File: config.mk
export PLATFORM = sky130hd
export DESIGN_NAME = mem_bus_arbiter_flat
export DESIGN_NICKNAME = d
export VERILOG_FILES = /design/src/rtl/mem_bus_arbiter_if.sv /design/src/rtl/mem_bus_arbiter.sv /design/src/flat_wrapper.sv
export SDC_FILE = /design/constraint.sdc
export NUM_CORES = 1
export LEC_CHECK = 0
export BUFFER_PORTS_ARGS = -buffer_cell sky130_fd_sc_hd__buf_2
export CORE_UTILIZATION = 50
export CTS_BUF_LIST = sky130_fd_sc_hd__clkbuf_8 sky130_fd_sc_hd__clkbuf_16
export CTS_CLUSTER_DIAMETER = 100
export CTS_CLUSTER_SIZE = 8
export DETAILED_ROUTE_END_ITERATION = 6
export GPL_TIMING_DRIVEN = 1
export PLACE_DENSITY_LB_ADDON = 0.25
export SLEW_MARGIN = 20
export SYNTH_ARGS = -nofsm -noshare
export SYNTH_HDL_FRONTEND = slang
export SYNTH_SLANG_ARGS = --single-unit
File: constraint.sdc
create_clock -name clock -period 4.1 [get_ports clock]
set_input_delay 0.41 -clock clock [delete_from_list [all_inputs] [get_ports clock]]
set_output_delay 0.41 -clock clock [all_outputs]
set_load 0.02 [all_outputs]
File: src/rtl/mem_bus_arbiter_if.sv
// Request/grant handshakes of the CPU (C) and secondary master (D) plus the
// shared synchronous memory port, as seen by the arbiter (slave) and its users (master).
interface mem_bus_arbiter_if;
   logic        c_req;
   logic        c_we;
   logic        c_lock;
   logic [19:0] c_addr;
   logic [7:0]  c_wdata;
   logic        c_gnt;
   logic        c_rvalid;
   logic [7:0]  c_rdata;

   logic        d_req;
   logic        d_we;
   logic [19:0] d_addr;
   logic [7:0]  d_wdata;
   logic        d_gnt;
   logic        d_rvalid;
   logic [7:0]  d_rdata;

   logic [19:0] address;
   logic [7:0]  out;
   logic        wren;
   logic [7:0]  data;
   logic        owner;

   modport master (
      output c_req, c_we, c_lock, c_addr, c_wdata,
      output d_req, d_we, d_addr, d_wdata,
      input  c_gnt, c_rvalid, c_rdata,
      input  d_gnt, d_rvalid, d_rdata,
      input  address, out, wren, owner,
      output data
   );

   modport slave (
      input  c_req, c_we, c_lock, c_addr, c_wdata,
      input  d_req, d_we, d_addr, d_wdata,
      output c_gnt, c_rvalid, c_rdata,
      output d_gnt, d_rvalid, d_rdata,
      output address, out, wren, owner,
      input  data
   );
endinterface

File: src/rtl/mem_bus_arbiter.sv
// Two-master arbiter for a 20-bit address / 8-bit data synchronous memory with
// CPU priority, aging-based anti-starvation for D, CPU bus lock and a 2-stage read return tag.
module mem_bus_arbiter #(
   parameter int unsigned MAX_WAIT = 15,
   parameter int unsigned WAIT_W   = 8
) (
   input  logic             clock,
   input  logic             reset,
   mem_bus_arbiter_if.slave bus
);

   localparam logic [WAIT_W-1:0] AGE_LIMIT = WAIT_W'(MAX_WAIT);
   localparam logic [WAIT_W-1:0] WAIT_SAT  = {WAIT_W{1'b1}};
   localparam logic [WAIT_W-1:0] WAIT_ONE  = {{(WAIT_W-1){1'b0}}, 1'b1};

   logic              c_gnt_s;
   logic              d_gnt_s;
   logic              age_hit_s;

   logic [WAIT_W-1:0] wait_cnt_q, wait_cnt_d;

   logic [19:0]       address_q, address_d;
   logic [7:0]        out_q, out_d;
   logic              wren_q, wren_d;
   logic              owner_q, owner_d;

   logic              s1_valid_q, s1_valid_d;
   logic              s1_owner_q, s1_owner_d;
   logic              s2_valid_q, s2_valid_d;
   logic              s2_owner_q, s2_owner_d;

   logic              c_rvalid_q, c_rvalid_d;
   logic [7:0]        c_rdata_q, c_rdata_d;
   logic              d_rvalid_q, d_rvalid_d;
   logic [7:0]        d_rdata_q, d_rdata_d;

   assign age_hit_s = (wait_cnt_q >= AGE_LIMIT);

   // D takes the bus only when C is idle or D has aged out, and never under lock.
   always_comb begin
      c_gnt_s = 1'b0;
      d_gnt_s = 1'b0;
      if (reset) begin
         c_gnt_s = 1'b0;
         d_gnt_s = 1'b0;
      end else begin
         d_gnt_s = bus.d_req && !bus.c_lock && (!bus.c_req || age_hit_s);
         c_gnt_s = bus.c_req && !d_gnt_s;
      end
   end

   // Aging counter: counts cycles D is kept waiting, saturating while blocked.
   always_comb begin
      wait_cnt_d = wait_cnt_q;
      if (!bus.d_req || d_gnt_s) begin
         wait_cnt_d = {WAIT_W{1'b0}};
      end else if (wait_cnt_q != WAIT_SAT) begin
         wait_cnt_d = wait_cnt_q + WAIT_ONE;
      end else begin
         wait_cnt_d = wait_cnt_q;
      end
   end

   // Bus stage: the winner's request is launched to memory at the transfer edge.
   always_comb begin
      address_d = address_q;
      out_d     = out_q;
      wren_d    = 1'b0;
      owner_d   = owner_q;
      case ({d_gnt_s, c_gnt_s})
         2'b01: begin
            address_d = bus.c_addr;
            out_d     = bus.c_wdata;
            wren_d    = bus.c_we;
            owner_d   = 1'b0;
         end
         2'b10: begin
            address_d = bus.d_addr;
            out_d     = bus.d_wdata;
            wren_d    = bus.d_we;
            owner_d   = 1'b1;
         end
         default: begin
            address_d = address_q;
            out_d     = out_q;
            wren_d    = 1'b0;
            owner_d   = owner_q;
         end
      endcase
   end

   // Read tag travels alongside the memory latency so the returning byte
   // lands on the requester that issued it, two edges after acceptance.
   always_comb begin
      s1_valid_d = (c_gnt_s && !bus.c_we) || (d_gnt_s && !bus.d_we);
      s1_owner_d = d_gnt_s;
      s2_valid_d = s1_valid_q;
      s2_owner_d = s1_owner_q;
      c_rvalid_d = s2_valid_q && !s2_owner_q;
      d_rvalid_d = s2_valid_q && s2_owner_q;
      c_rdata_d  = c_rdata_q;
      d_rdata_d  = d_rdata_q;
      if (c_rvalid_d) begin
         c_rdata_d = bus.data;
      end else begin
         c_rdata_d = c_rdata_q;
      end
      if (d_rvalid_d) begin
         d_rdata_d = bus.data;
      end else begin
         d_rdata_d = d_rdata_q;
      end
   end

   // State registers; reset drops any reads still in flight.
   always_ff @(posedge clock or posedge reset) begin
      if (reset) begin
         wait_cnt_q <= {WAIT_W{1'b0}};
         address_q  <= 20'h00000;
         out_q      <= 8'h00;
         wren_q     <= 1'b0;
         owner_q    <= 1'b0;
         s1_valid_q <= 1'b0;
         s1_owner_q <= 1'b0;
         s2_valid_q <= 1'b0;
         s2_owner_q <= 1'b0;
         c_rvalid_q <= 1'b0;
         c_rdata_q  <= 8'h00;
         d_rvalid_q <= 1'b0;
         d_rdata_q  <= 8'h00;
      end else begin
         wait_cnt_q <= wait_cnt_d;
         address_q  <= address_d;
         out_q      <= out_d;
         wren_q     <= wren_d;
         owner_q    <= owner_d;
         s1_valid_q <= s1_valid_d;
         s1_owner_q <= s1_owner_d;
         s2_valid_q <= s2_valid_d;
         s2_owner_q <= s2_owner_d;
         c_rvalid_q <= c_rvalid_d;
         c_rdata_q  <= c_rdata_d;
         d_rvalid_q <= d_rvalid_d;
         d_rdata_q  <= d_rdata_d;
      end
   end

   assign bus.c_gnt    = c_gnt_s;
   assign bus.d_gnt    = d_gnt_s;
   assign bus.address  = address_q;
   assign bus.out      = out_q;
   assign bus.wren     = wren_q;
   assign bus.owner    = owner_q;
   assign bus.c_rvalid = c_rvalid_q;
   assign bus.c_rdata  = c_rdata_q;
   assign bus.d_rvalid = d_rvalid_q;
   assign bus.d_rdata  = d_rdata_q;

endmodule

File: src/flat_wrapper.sv
// flat-port wrapper written by rule: the top's interface ports become plain ports
module mem_bus_arbiter_flat 
#(
   parameter int unsigned MAX_WAIT = 15,
   parameter int unsigned WAIT_W   = 8
)
  (clock, reset, bus_c_req, bus_c_we, bus_c_lock, bus_c_addr, bus_c_wdata, bus_d_req, bus_d_we, bus_d_addr, bus_d_wdata, bus_c_gnt, bus_c_rvalid, bus_c_rdata, bus_d_gnt, bus_d_rvalid, bus_d_rdata, bus_address, bus_out, bus_wren, bus_owner, bus_data);
  mem_bus_arbiter_if bus_i ();
  input  logic clock;
  input  logic reset;
  input wire logic [$bits(bus_i.c_req)-1:0] bus_c_req;
  input wire logic [$bits(bus_i.c_we)-1:0] bus_c_we;
  input wire logic [$bits(bus_i.c_lock)-1:0] bus_c_lock;
  input wire logic [$bits(bus_i.c_addr)-1:0] bus_c_addr;
  input wire logic [$bits(bus_i.c_wdata)-1:0] bus_c_wdata;
  input wire logic [$bits(bus_i.d_req)-1:0] bus_d_req;
  input wire logic [$bits(bus_i.d_we)-1:0] bus_d_we;
  input wire logic [$bits(bus_i.d_addr)-1:0] bus_d_addr;
  input wire logic [$bits(bus_i.d_wdata)-1:0] bus_d_wdata;
  output wire logic [$bits(bus_i.c_gnt)-1:0] bus_c_gnt;
  output wire logic [$bits(bus_i.c_rvalid)-1:0] bus_c_rvalid;
  output wire logic [$bits(bus_i.c_rdata)-1:0] bus_c_rdata;
  output wire logic [$bits(bus_i.d_gnt)-1:0] bus_d_gnt;
  output wire logic [$bits(bus_i.d_rvalid)-1:0] bus_d_rvalid;
  output wire logic [$bits(bus_i.d_rdata)-1:0] bus_d_rdata;
  output wire logic [$bits(bus_i.address)-1:0] bus_address;
  output wire logic [$bits(bus_i.out)-1:0] bus_out;
  output wire logic [$bits(bus_i.wren)-1:0] bus_wren;
  output wire logic [$bits(bus_i.owner)-1:0] bus_owner;
  input wire logic [$bits(bus_i.data)-1:0] bus_data;
  assign bus_i.c_req = bus_c_req;
  assign bus_i.c_we = bus_c_we;
  assign bus_i.c_lock = bus_c_lock;
  assign bus_i.c_addr = bus_c_addr;
  assign bus_i.c_wdata = bus_c_wdata;
  assign bus_i.d_req = bus_d_req;
  assign bus_i.d_we = bus_d_we;
  assign bus_i.d_addr = bus_d_addr;
  assign bus_i.d_wdata = bus_d_wdata;
  assign bus_c_gnt = bus_i.c_gnt;
  assign bus_c_rvalid = bus_i.c_rvalid;
  assign bus_c_rdata = bus_i.c_rdata;
  assign bus_d_gnt = bus_i.d_gnt;
  assign bus_d_rvalid = bus_i.d_rvalid;
  assign bus_d_rdata = bus_i.d_rdata;
  assign bus_address = bus_i.address;
  assign bus_out = bus_i.out;
  assign bus_wren = bus_i.wren;
  assign bus_owner = bus_i.owner;
  assign bus_i.data = bus_data;
  mem_bus_arbiter #(.MAX_WAIT(MAX_WAIT), .WAIT_W(WAIT_W)) u_core (.clock(clock), .reset(reset), .bus(bus_i));
endmodule
==> impl_metrics.env, run 1 <==
export IMPL_n_antenna_cell=0
export IMPL_crit_required_ns=4.29
export IMPL_synth_main_ff_cell="dfrtp_1"
export IMPL_final_setup_tns_ns=0
export IMPL_internal_power_w=0.00118
export IMPL_synth_cells=226
export IMPL_p_leak_nw=1.76
export IMPL_first_pass_iters=4
export IMPL_area_growth_pct=32.8
export IMPL_viasPerCell=4.96
export IMPL_h_tree_depth=3
export IMPL_yosysWarnings=0
export IMPL_die_y_um=75.0
export IMPL_worst_path_max_fanout=30
export IMPL_crit_start="u_core.wait_cnt_q[0]"
export IMPL_cts_buffers=9
export IMPL_finalClockSkew_ns=0.00859
export IMPL_critPathKind="register to register"
export IMPL_start_kind="register"
export IMPL_maxCapViolCount=0
export IMPL_synth_area_per_cell_um2=11.8
export IMPL_seqPwrFrac=0.435
export IMPL_mostFrequentLayoutCells="120 x buf_2, 60 x dfrtp_1, 33 x nand2_1"
export IMPL_io_buffer_count=120
export IMPL_vias=2096
export IMPL_r2r_start="u_core.wait_cnt_q[0]"
export IMPL_fin_cells=423
export IMPL_syn_area_um2=2670
export IMPL_setup_viol=0
export IMPL_cts_root_buf="clkbuf_8"
export IMPL_worst_hold_slack_ns=0.310
export IMPL_setup_worst_path_end_class="register"
export IMPL_ys_async_sr_fraction=1.00
export IMPL_cp_endpoint="u_core.bus.address[14]"
export IMPL_die_w_um=75.0
export IMPL_dp_cells=407
export IMPL_gp_congestion=0.818
export IMPL_vdd_ir_drop_max_v=0.000274
export IMPL_dp_hpwl_mm=3.85
export IMPL_cts_tree="yes"
export IMPL_power_w=0.00168
export IMPL_ant_nets=0
export IMPL_hold_class="input pin to register"
export IMPL_status="finished, final reports clean"
export IMPL_ys_ff_latch=60
export IMPL_wl_per_cell_um=12.5
export IMPL_cts_buffer_depth=2
export IMPL_p_sw_frac=0.294
export IMPL_ys_types=33
export IMPL_synth_edf_count=0
export IMPL_r2r_end="u_core.bus.address[14]"
export IMPL_antenna_found_initial=0
export IMPL_yosysSeqAreaShare=0.563
export IMPL_r2r_slack_ns=1.29
export IMPL_clock_latency_ns=0.33
export IMPL_track_usage=0.198
export IMPL_arrival_ns=3.01
export IMPL_wirelength_mm=5.29
export IMPL_cts_resized=0
export IMPL_power_density_nw_per_um2=473
export IMPL_worst_pin_slew_ns=0.884
export IMPL_mostFrequentLayoutCell="buf_2"
export IMPL_period_share=0.686
export IMPL_core_area_um2=5110
export IMPL_finalCriticalPeriod_ns=2.81
export IMPL_nNetsFinal=422
export IMPL_max_freq_mhz=356
export IMPL_numClockSinks=60
export IMPL_drt_iter0_drc=34
export IMPL_hold_viol_final=0
export IMPL_ios=121
export IMPL_hold_buffers=0
export IMPL_reg2regPathDepth=8
export IMPL_dieArea_um2=5630
export IMPL_power_frac_clock=0.341
export IMPL_rows=26
export IMPL_clkSlewWorstSetupHoldPaths_ns=0.06
export IMPL_initial_utilization=0.522
export IMPL_syn_nets=300
export IMPL_drv_slew=0
export IMPL_relSlewSlack=0.410
export IMPL_post_cts_buffers=0
export IMPL_rsz0062_at_grt="false"
export IMPL_drive_gt1_frac=0.476
export IMPL_grt_pass1_vias=1924
export IMPL_overflow=0
export IMPL_p_comb_frac=0.224
export IMPL_grt_pass1_wl_mm=8.25
export IMPL_grt_max_degree=61
export IMPL_switchingPower_w=0.000493
export IMPL_final_core_util=0.694
export IMPL_drt_drc_violations_left=0
-- cells in the mapped netlist, types with 2 or more instances --
cell       n  area [µm²]
a211oi_2   2        25.0
mux2_1     3        33.8
dfrtp_1   60        1500
inv_1      5        18.8
buf_2      4        20.0
nor2_1    12        45.0
nand2_1   33         124
o21ai_0   28         140
ha_1       3        37.5
nor3_2     3        30.0
clkbuf_1   7        26.3
nand3_1    2        10.0
mux2_2    14         158
xor2_1     2        17.5
mux2i_1   30         300
-- metal layers --
metal | wire (µm) | GRT usage | up-vias
met5 | 0 | 0 | -
met4 | 111 | 0.111 | 0
met3 | 256 | 0.0428 | 9
met1 | 2280 | 0.232 | 987
met2 | 2640 | 0.339 | 73
li1 | - | - | 1027
-- state kept, by name (all words and copies together) (netlist names), 8 cells and up --
| register | flops |
|---|---|
| u_core.bus.address | 20 |
| u_core.wait_cnt_q | 8 |
| u_core.bus.c_rdata | 8 |
| u_core.bus.d_rdata | 8 |
| u_core.bus.out | 8 |
-- layout make-up --
cell class / count / area, µm²
multi-input combinational: 148 / 1090
clock inverter: 6 / 78.8
fill: 445 / 1570
timing repair buffer: 123 / 623
tap: 70 / 87.6
clock buffer: 10 / 138
inverter: 6 / 22.5
sequential: 60 / 1500
-- kinds of logic (layout without fill, tap and decap cells) --
logic type / after synthesis / count (layout) / synth area share
AOI/OAI and AO/OA: 37 / 37 / 0.0929
muxes: 47 / 47 / 0.184
DFF: 60 / 60 / 0.563
adders and majority gates: 3 / 3 / 0.0141
buffers and inverters: 18 / 145 / 0.0286
and+or+nand+nor: 59 / 59 / 0.110
xor gates and xnor gates: 2 / 2 / 0.00657
-- metrics by stage --
step | worst slack (ns) | cell area, µm²
3_3_place_gp | 1.42 | 3330
3_5_place_dp | 1.27 | 3330
4_1_cts | 1.26 | 3540
5_1_grt | 1.06 | 3540
2_1_floorplan | 1.06 | 2670
6_report | 1.29 | 3540
-- power by group through the flow --
stage	logic, W	clock network (W)	registers, W
floorplan	0.000115	0	0.000851
global placement	0.000373	0	0.000736
detailed placement	0.000381	0	0.000739
CTS	0.000382	0.000580	0.000730
global route	0.000417	0.000604	0.000744
finish	0.000376	0.000572	0.000729
-- worst min path at each step --
stage,endpoint,start,slack (ns),cells past startpoint
global placement,u_core.s2_valid_q,u_core.s1_valid_q,0.34,0
finish,u_core.s1_valid_q,bus_c_we,0.31,2
global route,u_core.s1_valid_q,bus_c_we,0.30,2
CTS,u_core.s1_valid_q,bus_c_we,0.30,2
detailed placement,u_core.s2_owner_q,u_core.s1_owner_q,0.34,0
floorplan,u_core.s2_owner_q,u_core.s1_owner_q,0.33,0
-- critical path, stage by stage, from the launching register on --
cell      delay (ns)
dfrtp_1         0.40
ha_1            0.31
nand3_2         0.13
a311oi_2        0.41
nand2_1         0.14
inv_1           0.12
ha_2            0.77
mux2i_1         0.28
o21ai_0         0.10
Power figures use the tool's default switching activity.
==> run 2: changes to the inputs <==
--- a/config.mk
+++ b/config.mk
@@ -6,7 +6,7 @@
 export NUM_CORES = 1
 export LEC_CHECK = 0
 export BUFFER_PORTS_ARGS = -buffer_cell sky130_fd_sc_hd__buf_2
-export CORE_UTILIZATION = 50
+export CORE_UTILIZATION = 47
 export CTS_BUF_LIST = sky130_fd_sc_hd__clkbuf_8 sky130_fd_sc_hd__clkbuf_16
 export CTS_CLUSTER_DIAMETER = 100
 export CTS_CLUSTER_SIZE = 8
==> constraint.sdc (replaced) <==
create_clock -name clock -period 2.65 [get_ports clock]
set_input_delay 0.265 -clock clock [delete_from_list [all_inputs] [get_ports clock]]
set_output_delay 0.265 -clock clock [all_outputs]
set_load 0.02 [all_outputs]
==> run 2 against run 1 <==
Sequential cell count is the same. Critical path depth grew 1. Hold slack lost 0.15 ns. Cell area grew 0.74%. Via count is the same. Critical path type unchanged. Largest power group unchanged. Highest routed layer unchanged.
==> impl_metrics.env, run 2 (synthesis gave the netlist of run 1 again) <==
export IMPL_numClockSinks=60
export IMPL_slowest_stage="a311oi_2"
export IMPL_cts_buffer_depth=2
export IMPL_pre_cts_slack_ns=0.268
export IMPL_status="finished, final reports clean"
export IMPL_finalCriticalPeriod_ns=2.37
export IMPL_critPathKind="register to register"
export IMPL_hold_class="input pin to register"
export IMPL_viasPerCell=4.92
export IMPL_ios=121
export IMPL_grt_pass1_wl_mm=9.19
export IMPL_wirelength_mm=5.45
export IMPL_relSlewSlack=0.475
export IMPL_largest_reg_flops=20
export IMPL_place_area_um2=3350
export IMPL_rows=27
export IMPL_initial_utilization=0.487
export IMPL_max_stage_delay_ns=0.41
export IMPL_setup_worst_path_end_class="register"
export IMPL_io_buffer_count=120
export IMPL_drt_drc_violations_left=0
export IMPL_first_pass_iters=6
export IMPL_core_area_um2=5470
export IMPL_path_cells="ha_1, nand3_2, a311oi_2, nand2_1, inv_1, ha_2, buf_12, mux2i_1, o21ai_0"
export IMPL_dieArea_um2=5980
export IMPL_whs_endpoint="u_core.s1_valid_q"
export IMPL_clkSlewWorstSetupHoldPaths_ns=0.07
export IMPL_start_kind="register"
export IMPL_maxCapViolCount=0
export IMPL_drive_gt1_frac=0.477
export IMPL_path_delay_family="adder cells"
export IMPL_reg2regPathDepth=9
export IMPL_mostFrequentLayoutCells="120 x buf_2, 60 x dfrtp_1, 33 x nand2_1"
export IMPL_r2r_start="u_core.wait_cnt_q[0]"
export IMPL_final_setup_tns_ns=0
export IMPL_post_cts_buffers=0
export IMPL_cts_tree="yes"
export IMPL_p_leak_nw=1.77
export IMPL_nNetsFinal=423
export IMPL_drt_iter0_drc=51
export IMPL_n_antenna_cell=0
export IMPL_h_tree_depth=3
export IMPL_cts_resized=0
export IMPL_vias=2096
export IMPL_grt_pass1_vias=2121
export IMPL_layout_setup_ws_ns=0.279
export IMPL_worst_pin_slew_ns=0.785
export IMPL_track_usage=0.198
export IMPL_area_growth_pct=33.8
export IMPL_ant_nets=0
export IMPL_clock_latency_ns=0.32
export IMPL_setup_viol=0
export IMPL_die_y_um=77.3
export IMPL_antenna_found_initial=0
export IMPL_design_area_um2=3570
export IMPL_whs_path_depth=2
export IMPL_path_buf_inv=2
export IMPL_r2r_slack_ns=0.28
export IMPL_hold_buffers=0
export IMPL_mostFrequentLayoutCell="buf_2"
export IMPL_max_freq_mhz=422
export IMPL_rsz0062_at_grt="false"
export IMPL_power_density_nw_per_um2=729
export IMPL_hold_viol_final=0
export IMPL_dp_hpwl_mm=3.98
export IMPL_overflow=0
export IMPL_vdd_ir_drop_max_v=0.000545
export IMPL_r2r_end="u_core.bus.out[7]"
export IMPL_drv_slew=0
export IMPL_min_from="bus_c_we"
export IMPL_crit_required_ns=2.85
export IMPL_worst_hold_slack_ns=0.157
export IMPL_die_w_um=77.3
export IMPL_grt_max_degree=61
export IMPL_cts_root_buf="clkbuf_8"
export IMPL_cts_buffers=9
export IMPL_arrival_ns=2.57
export IMPL_worst_path_max_fanout=29
export IMPL_period_share=0.895
export IMPL_gp_congestion=0.771
export IMPL_wl_per_cell_um=12.8
export IMPL_finalClockSkew_ns=0.00667
[run 2: area by class of cell]
| class | count | area, µm² |
|---|---|---|
| Sequential cell | 60 | 1500 |
| Fill cell | 467 | 1900 |
| Tap cell | 72 | 90.1 |
| Clock inverter | 6 | 78.8 |
| Inverter | 6 | 26.3 |
| Clock buffer | 10 | 138 |
| Multi-Input combinational cell | 148 | 1090 |
| Timing Repair Buffer | 124 | 643 |
[run 2: per-stage QoR]
step	total power, W	std cells	utilization
after floorplan	0.00149	226	-
after global placement	0.00172	410	0.612
after detailed placement	0.00174	410	0.612
after CTS	0.00263	426	0.652
after global routing	0.00274	426	0.652
final	0.00260	426	0.652
[run 2: how the worst max path moves through the flow]
stage,from,end,slack [ns],cells after the start
after CTS,u_core.wait_cnt_q[0],u_core.bus.out[0],0.26,9
after global placement,u_core.wait_cnt_q[0],u_core.bus.out[7],0.36,9
after global routing,u_core.wait_cnt_q[0],u_core.bus.address[9],0.01,9
final,u_core.wait_cnt_q[0],u_core.bus.out[7],0.28,9
after floorplan,reset,u_core.bus.owner,0.24,7
after detailed placement,u_core.wait_cnt_q[0],u_core.bus.out[0],0.27,9
[run 2: worst register-to-register path, delay by kind of cell (launching register included)]
kind,cells,cell delay [ns]
adder cells (fa/ha/maj),2,0.51
multiplexers,1,0.25
AO/OA/AOI/OAI,2,0.50
buffers and inverters,2,0.33
flip-flops,1,0.40
AND/OR/NAND/NOR,2,0.26
[run 2: metal layers]
| layer | vias up | track usage | part of all wire |
|---|---|---|---|
| li1 | 1027 | - | - |
| met1 | 962 | 0.225 | 0.42 |
| met2 | 85 | 0.336 | 0.48 |
| met3 | 22 | 0.0405 | 0.053 |
| met4 | 0 | 0.132 | 0.044 |
| met5 | - | 0 | 0 |
[run 2: report_power, final]
group          switching (W)  internal, W  total, W
clock network       0.000339     0.000547  0.000886
logic               0.000356     0.000228  0.000584
registers          0.0000728      0.00106   0.00113
==> run 3: changes to the inputs <==
==> constraint.sdc (replaced) <==
create_clock -name clock -period 2.65 [get_ports clock]
set_input_delay 0.265 -clock clock [delete_from_list [all_inputs] [get_ports clock]]
set_output_delay 0.265 -clock clock [all_outputs]
set_load 0.05 [all_outputs]
==> run 3 against run 2 <==
Sequential share of layout area fell by 0.22 points. Combinational power rose by 56%. Clock skew barely moved. Critical path depth fell by 1. Non-clock buffer count rose by 1. Register-to-register slack improved by 0.07 ns. Die area did not move. Wire length rose by 1.2%. First-iteration DRC count rose by 65%.
==> impl_metrics.env, run 3 (synthesis gave the netlist of run 1 again) <==
export IMPL_rows=27
export IMPL_arrival_ns=2.49
export IMPL_reg2regPathDepth=8
export IMPL_antenna_found_initial=0
export IMPL_dp_hpwl_mm=4.01
export IMPL_setup_viol=0
export IMPL_wl_per_cell_um=12.9
export IMPL_period_share=0.868
export IMPL_viasPerCell=4.87
export IMPL_grt_max_degree=61
export IMPL_whs_path_depth=2
export IMPL_cts_buffers=9
export IMPL_overflow=0
export IMPL_worst_pin_slew_ns=0.777
export IMPL_status="finished, final reports clean"
export IMPL_max_stage_delay_ns=0.40
export IMPL_gp_congestion=0.829
export IMPL_drive_gt1_frac=0.482
export IMPL_path_cells="ha_1, nand3_2, a311oi_2, buf_4, nor3_4, ha_1, buf_4, o21ai_0"
export IMPL_path_buf_inv=2
export IMPL_vias=2080
export IMPL_finalClockSkew_ns=0.00652
export IMPL_largest_reg_flops=20
export IMPL_die_y_um=77.3
export IMPL_core_area_um2=5470
export IMPL_initial_utilization=0.487
export IMPL_path_delay_family="adder cells"
export IMPL_ant_nets=0
export IMPL_multiInputGateArea_um2=1100
export IMPL_rsz0062_at_grt="false"
export IMPL_ios=121
export IMPL_cts_tree="yes"
export IMPL_numClockSinks=60
export IMPL_n_antenna_cell=0
export IMPL_crit_required_ns=2.84
export IMPL_cts_buffer_depth=2
export IMPL_layout_setup_ws_ns=0.351
export IMPL_clkSlewWorstSetupHoldPaths_ns=0.07
export IMPL_relSlewSlack=0.481
export IMPL_h_tree_depth=3
export IMPL_power_w=0.00291
export IMPL_mostFrequentLayoutCell="buf_2"
export IMPL_power_density_nw_per_um2=812
export IMPL_max_freq_mhz=435
export IMPL_final_core_util=0.655
export IMPL_hold_buffers=0
export IMPL_maxCapViolCount=0
export IMPL_io_buffer_count=120
export IMPL_hold_viol_final=0
export IMPL_worst_hold_slack_ns=0.157
export IMPL_grt_pass1_wl_mm=8.81
export IMPL_drv_slew=0
export IMPL_cts_resized=0
export IMPL_cts_root_buf="clkbuf_8"
export IMPL_fin_cells=427
export IMPL_fillers=456
export IMPL_worst_path_max_fanout=45
export IMPL_grt_pass1_vias=1896
export IMPL_register_area_um2=1500
export IMPL_die_w_um=77.3
export IMPL_drt_iter0_drc=84
export IMPL_setup_worst_path_end_class="register"
export IMPL_area_growth_pct=34.5
export IMPL_pre_cts_slack_ns=0.354
export IMPL_path_depth=8
export IMPL_track_usage=0.195
export IMPL_dp_cells=411
export IMPL_post_cts_buffers=0
export IMPL_hold_class="input pin to register"
export IMPL_nNetsFinal=424
export IMPL_drt_drc_violations_left=0
export IMPL_start_kind="register"
export IMPL_vdd_ir_drop_max_v=0.000493
export IMPL_slowest_stage="dfrtp_1"
export IMPL_finalCriticalPeriod_ns=2.30
export IMPL_critPathKind="register to register"
export IMPL_p_leak_nw=1.77
export IMPL_dieArea_um2=5980
export IMPL_clock_latency_ns=0.32
export IMPL_mostFrequentLayoutCells="120 x buf_2, 60 x dfrtp_1, 33 x nand2_1"
export IMPL_wirelength_mm=5.52
export IMPL_first_pass_iters=4
==> run 3: final cells by class <==
class | instances | area share
repair buffers | 125 | 0.181
multi-input cells | 148 | 0.306
clock buffers | 13 | 0.0499
inverters | 6 | 0.00732
flip-flops and latches | 60 | 0.419
clock inverters | 3 | 0.0119
well taps | 72 | 0.0251
==> run 3: metal layers <==
layer	vias to the layer above	share of wire	track usage
li1	1038	-	-
met1	948	0.44	0.242
met2	83	0.48	0.312
met3	11	0.055	0.0429
met4	0	0.023	0.115
met5	-	0	0
==> run 3: per-stage QoR <==
stage          TNS [ns]  cell area (µm²)
3_3_place_gp          0             3370
6_report              0             3590
5_1_grt               0             3590
4_1_cts               0             3590
3_5_place_dp          0             3370
2_1_floorplan    -0.125             2680
==> run 3: power breakdown <==
part | internal (W) | leakage [nW] | switching, W
logic | 0.000229 | 0.902 | 0.000680
clock network | 0.000535 | 0.112 | 0.000335
registers | 0.00106 | 0.753 | 0.0000738
==> run 3: final timing paths <==
check                                     start                      to  slack (ns)
setup reg to reg           u_core.wait_cnt_q[0]   u_core.bus.address[7]        0.35
hold / removal                         bus_c_we       u_core.s1_valid_q        0.16
setup / recovery           u_core.wait_cnt_q[0]   u_core.bus.address[7]        0.35
hold reg to reg               u_core.s1_owner_q       u_core.s2_owner_q        0.35
min in group asynchronous                 reset   u_core.bus.c_rdata[2]        0.28
max in group asynchronous                 reset  u_core.bus.address[18]        1.91
